**config.mk**
```make
export PLATFORM = sky130hd
export DESIGN_NAME = game_sequencer
export DESIGN_NICKNAME = d
export VERILOG_FILES = /design/src/rtl/game_sequencer.sv
export SDC_FILE = /design/constraint.sdc
export NUM_CORES = 1
export LEC_CHECK = 0
export CAP_MARGIN = 20
export CORE_MARGIN = 3
export CORE_UTILIZATION = 45
export CTS_BUF_LIST = sky130_fd_sc_hd__clkbuf_8 sky130_fd_sc_hd__clkbuf_16
export DETAILED_ROUTE_END_ITERATION = 7
export PLACE_DENSITY = 0.68
export SETUP_SLACK_MARGIN = 0.3
export SLEW_MARGIN = 10
export SYNTH_ARGS = -nofsm -noshare
export SYNTH_HDL_FRONTEND = slang
export SYNTH_SLANG_ARGS = --single-unit
```
**constraint.sdc**
```tcl
create_clock -name clk -period 3.5 [get_ports clk]
set_clock_uncertainty 0.15 [all_clocks]
set_input_delay 0.35 -clock clk [delete_from_list [all_inputs] [get_ports clk]]
set_output_delay 0.35 -clock clk [all_outputs]
set_load 0.01 [all_outputs]
```
**src/rtl/game_sequencer.sv**
```systemverilog
// rtl/game_sequencer.sv - pong game-flow controller: serve/point delays, scoring, winner
// Sequences ball_controller from start-button and miss events, counting delays in frame ticks.
module game_sequencer #(
   parameter int SERVE_DELAY = 60,
   parameter int POINT_DELAY = 60,
   parameter int WIN_SCORE   = 9
) (
   input  logic       clk,
   input  logic       rst,
   input  logic       timing_tick,
   input  logic       start_btn,
   input  logic       miss_left,
   input  logic       miss_right,
   output logic       ball_run,
   output logic       ball_serve,
   output logic       serve_dir,
   output logic [3:0] score_left,
   output logic [3:0] score_right,
   output logic [2:0] state,
   output logic       winner
);

   typedef enum logic [2:0] {
      IDLE       = 3'd0,
      SERVE_WAIT = 3'd1,
      PLAY       = 3'd2,
      POINT      = 3'd3,
      GAME_OVER  = 3'd4
   } state_t;

   localparam logic [7:0] SERVE_LAST = 8'(SERVE_DELAY - 1);
   localparam logic [7:0] POINT_LAST = 8'(POINT_DELAY - 1);
   localparam logic [3:0] WIN        = 4'(WIN_SCORE);

   state_t     st;
   logic [7:0] delay_cnt;
   logic       start_btn_q;
   logic       start_rise;

   assign start_rise = start_btn & ~start_btn_q;
   assign state      = st;

   always_ff @(posedge clk or posedge rst) begin
      if (rst) begin
         st          <= IDLE;
         ball_run    <= 1'b0;
         ball_serve  <= 1'b0;
         serve_dir   <= 1'b1;
         score_left  <= 4'd0;
         score_right <= 4'd0;
         winner      <= 1'b0;
         delay_cnt   <= 8'd0;
         start_btn_q <= 1'b0;
      end else begin
         start_btn_q <= start_btn;
         ball_serve  <= 1'b0;
         case (st)
            IDLE, GAME_OVER: begin
               ball_run <= 1'b0;
               if (start_rise) begin
                  score_left  <= 4'd0;
                  score_right <= 4'd0;
                  serve_dir   <= 1'b1;
                  ball_serve  <= 1'b1;
                  delay_cnt   <= 8'd0;
                  st          <= SERVE_WAIT;
               end
            end
            SERVE_WAIT: begin
               if (timing_tick) begin
                  if (delay_cnt == SERVE_LAST) begin
                     st       <= PLAY;
                     ball_run <= 1'b1;
                  end else begin
                     delay_cnt <= delay_cnt + 8'd1;
                  end
               end
            end
            PLAY: begin
               ball_run <= 1'b1;
               if (miss_left || miss_right) begin
                  ball_run  <= 1'b0;
                  delay_cnt <= 8'd0;
                  st        <= POINT;
                  // a double miss is a replay: neither score nor serve side moves
                  if (miss_left && !miss_right) begin
                     if (score_right != 4'd15) score_right <= score_right + 4'd1;
                     serve_dir <= 1'b0;
                  end else if (miss_right && !miss_left) begin
                     if (score_left != 4'd15) score_left <= score_left + 4'd1;
                     serve_dir <= 1'b1;
                  end
               end
            end
            POINT: begin
               ball_run <= 1'b0;
               if (score_left == WIN || score_right == WIN) begin
                  winner <= (score_right == WIN);
                  st     <= GAME_OVER;
               end else if (timing_tick) begin
                  if (delay_cnt == POINT_LAST) begin
                     ball_serve <= 1'b1;
                     delay_cnt  <= 8'd0;
                     st         <= SERVE_WAIT;
                  end else begin
                     delay_cnt <= delay_cnt + 8'd1;
                  end
               end
            end
            default: begin
               ball_run <= 1'b0;
               st       <= IDLE;
            end
         endcase
      end
   end

endmodule

```
==> metrics <==
post-route design area 1780 sq um; f_max 0.421 GHz; top cells by area, synth dfrtp_1 (38%), ha_1 (6.6%), o21ai_0 (3.3%); peak supply drop 0.000186 V; DRC 0; post-synthesis async set-or-reset flop share 100%; Post-CTS Setup Bufs 0; fill count 291; Mapped Nets 170; post-synthesis mux area share 3.46%; Slew headroom 38.6%; FF-to-FF setup slack 1.12 ns; post-synthesis simple-gate area fraction 20.7%; antenna cells 0; clock root buffer clkbuf_8; number of synthesized flops with an enable pin 0; cells on worst reg2reg path 4; vias in the first global route 1275; Post-DP Area 1740 sq um; Post-Synth XOR/XNOR Area 0%; #FFs+latches synth 24; Max Cap Viol 0; leakage power 0.761 nW; CP Launch Type flip-flop; Hold EP delay_cnt[6]; top cells by count, synth dfrtp_1 (23), inv_1 (13), o21ai_0 (10); die area 4110 sq um; register area share after synthesis 39.7%; DR pass1 iterations 4; Die H 64.1 um; Area Overhead vs Synth 17.5%; largest family of logic cells by synthesized area compound AO/OA/AOI/OAI gates; hold path cells 1; Worst Setup End Kind flip-flop; Worst Hold Class flip-flop to flip-flop; Post-CTS Resized 0; Critical Path AT 2.39 ns; synthesized area 1520 sq um; minimum clock period 2.38 ns; PD cells 452 nW/um^2; wire length per cell 15.8 um; Routed Antenna Nets 0; Syn Area/Cell 9.73 sq um; global-route wire length before repair 5940 um; worst flop-to-flop path endpoint state[0]; effective utilization at floorplan 48.5%; RSZ-0062 raised after global routing no; Vias 1323; GR Overflow Total 0; Slew @ Worst Pin 0.920 ns; multi-input logic area 832 sq um; Cell variety after synth 47; clock buffer depth 2; fin nets 190; synth warn 0; pins over their slew limit 0; post-synth top area share 37.9%; core area 3130 sq um; hold buffers post-CTS 0; worst skew pair latency 0.27 ns; crit path max fanout 15; initial antenna violation count 0; Die W 64.1 um; status complete, no violations; io pins 21; total CTS buffers 3; Storage cell area 602 sq um; R2R Path Start state[1]; placed wire-length estimate 2500 um; Fin. Hold Viols 0; TNS Setup 0 ns; most frequent cell after synthesis dfrtp_1; Vias per Instance 6.04; routability cong. 0.823; hold wc startpoint delay_cnt[6]; Synth Flop Type dfrtp_1; Synth Instances 156; share of layout cells above drive strength 1 6.29%; largest net degree at the start of global routing 25; final worst path period share 67.9%; leading area contributor after synthesis dfrtp_1; Reg clk slew, reported paths 0.09 ns; Port Buf Inserts 20; Req. time, crit path 3.51 ns; CTS tree yes; Setup CP Type flip-flop to flip-flop; Clock Sinks 24; Finish-stage setup viols 0; Site Rows 20; Post-Synth Adder-Cell Area 6.60%; final wirelength 3470 um; total track usage 18.1%; Compound-Gate Fraction of Synth Area 24.1%; Max H-tree Level 1; Starting DRT DRC Count 65
==> area by class of cell <==
| cell class | instances | area share [%] |
|---|---|---|
| Clock buffer | 3 | 2.32 |
| Multi-Input combinational cell | 114 | 46.7 |
| Sequential cell | 24 | 33.8 |
| Clock inverter | 1 | 0.211 |
| Tap cell | 44 | 3.09 |
| Timing Repair Buffer | 20 | 11.2 |
| Inverter | 13 | 2.74 |
==> layer usage <==
layer  up-vias  track usage, %  part of all wire [%]
met5         -               0                     0
met4         0            7.28                   1.8
met3         5            1.93                   3.6
met2        38            29.7                    47
met1       645            24.2                    48
li1        635               -                     -
==> how the worst max path moves through the flow <==
stage / from / endpoint / slack, ns / depth (start not counted)
2_1_floorplan: state[0] / score_right[0] / 1.54 / 5
3_3_place_gp: miss_left / delay_cnt[1] / 0.97 / 6
3_5_place_dp: miss_left / delay_cnt[1] / 0.85 / 6
4_1_cts: miss_left / delay_cnt[1] / 1.13 / 6
5_1_grt: state[1] / state[0] / 0.95 / 4
6_report: state[1] / state[0] / 1.12 / 4
==> cell usage in the layout (no fill, tap or decap), types with 2 or more instances in the layout <==
cell type / synthesis / layout
a2111oi_0: 2 / 2
or4_1: 2 / 2
a41oi_1: 4 / 4
o31ai_1: 3 / 3
ha_1: 8 / 8
nor2_1: 9 / 9
clkdlybuf4s50_1: 0 / 20
inv_1: 13 / 14
nand3b_1: 3 / 3
and3_1: 4 / 4
nor2b_1: 2 / 2
o21ai_0: 10 / 10
or3b_2: 2 / 2
nand2_1: 4 / 4
a21oi_1: 7 / 7
or3_1: 2 / 2
dfrtp_1: 23 / 23
a211o_1: 2 / 2
nand3_1: 9 / 9
and3b_1: 2 / 2
nand2b_1: 5 / 5
clkbuf_8: 0 / 3
nand4_1: 3 / 3
o41ai_1: 3 / 3
mux2_2: 2 / 2
a31oi_1: 6 / 6
mux2i_1: 3 / 3
==> registers in the layout (all words and copies together), names as in the netlist <==
signal and cells:
serve_dir 1, start_btn_q 1, ball_serve 1, score_right 4, ball_run 1, score_left 4, state 3, delay_cnt 8
winner 1
==> worst max-delay path, stage by stage (launching register included) <==
cell,delay [ns]
dfrtp_1,0.61
nor3b_4,0.49
a22o_1,0.50
o311ai_2,0.25
a32o_1,0.26
==> per-stage QoR <==
step | setup slack [ns] | hold WS [ns] | utilization (%) | cells | power [mW]
6_report | 1.12 | 0.346 | 57.0 | 219 | 0.806
5_1_grt | 0.950 | 0.387 | 57.0 | 219 | 0.859
4_1_cts | 1.13 | 0.349 | 57.0 | 219 | 0.807
3_5_place_dp | 0.850 | 0.337 | 55.6 | 215 | 0.637
3_3_place_gp | 0.967 | 0.337 | 55.6 | 215 | 0.619
2_1_floorplan | 1.54 | 0.214 | - | 156 | 0.557
==> report_power, final <==
group          internal (mW)  switching (mW)  total [mW]  leakage, nW
combinational          0.107           0.150       0.257        0.418
clock                 0.0786          0.0925       0.171       0.0269
sequential             0.320          0.0587       0.378        0.316
==> logic make-up after synthesis <==
group           after synthesis
mux                           5
fa+ha+maj                     8
flops                        24
compound gates               49
buf+inv                      18
simple gates                 52
(Power assumes the default switching activity.)
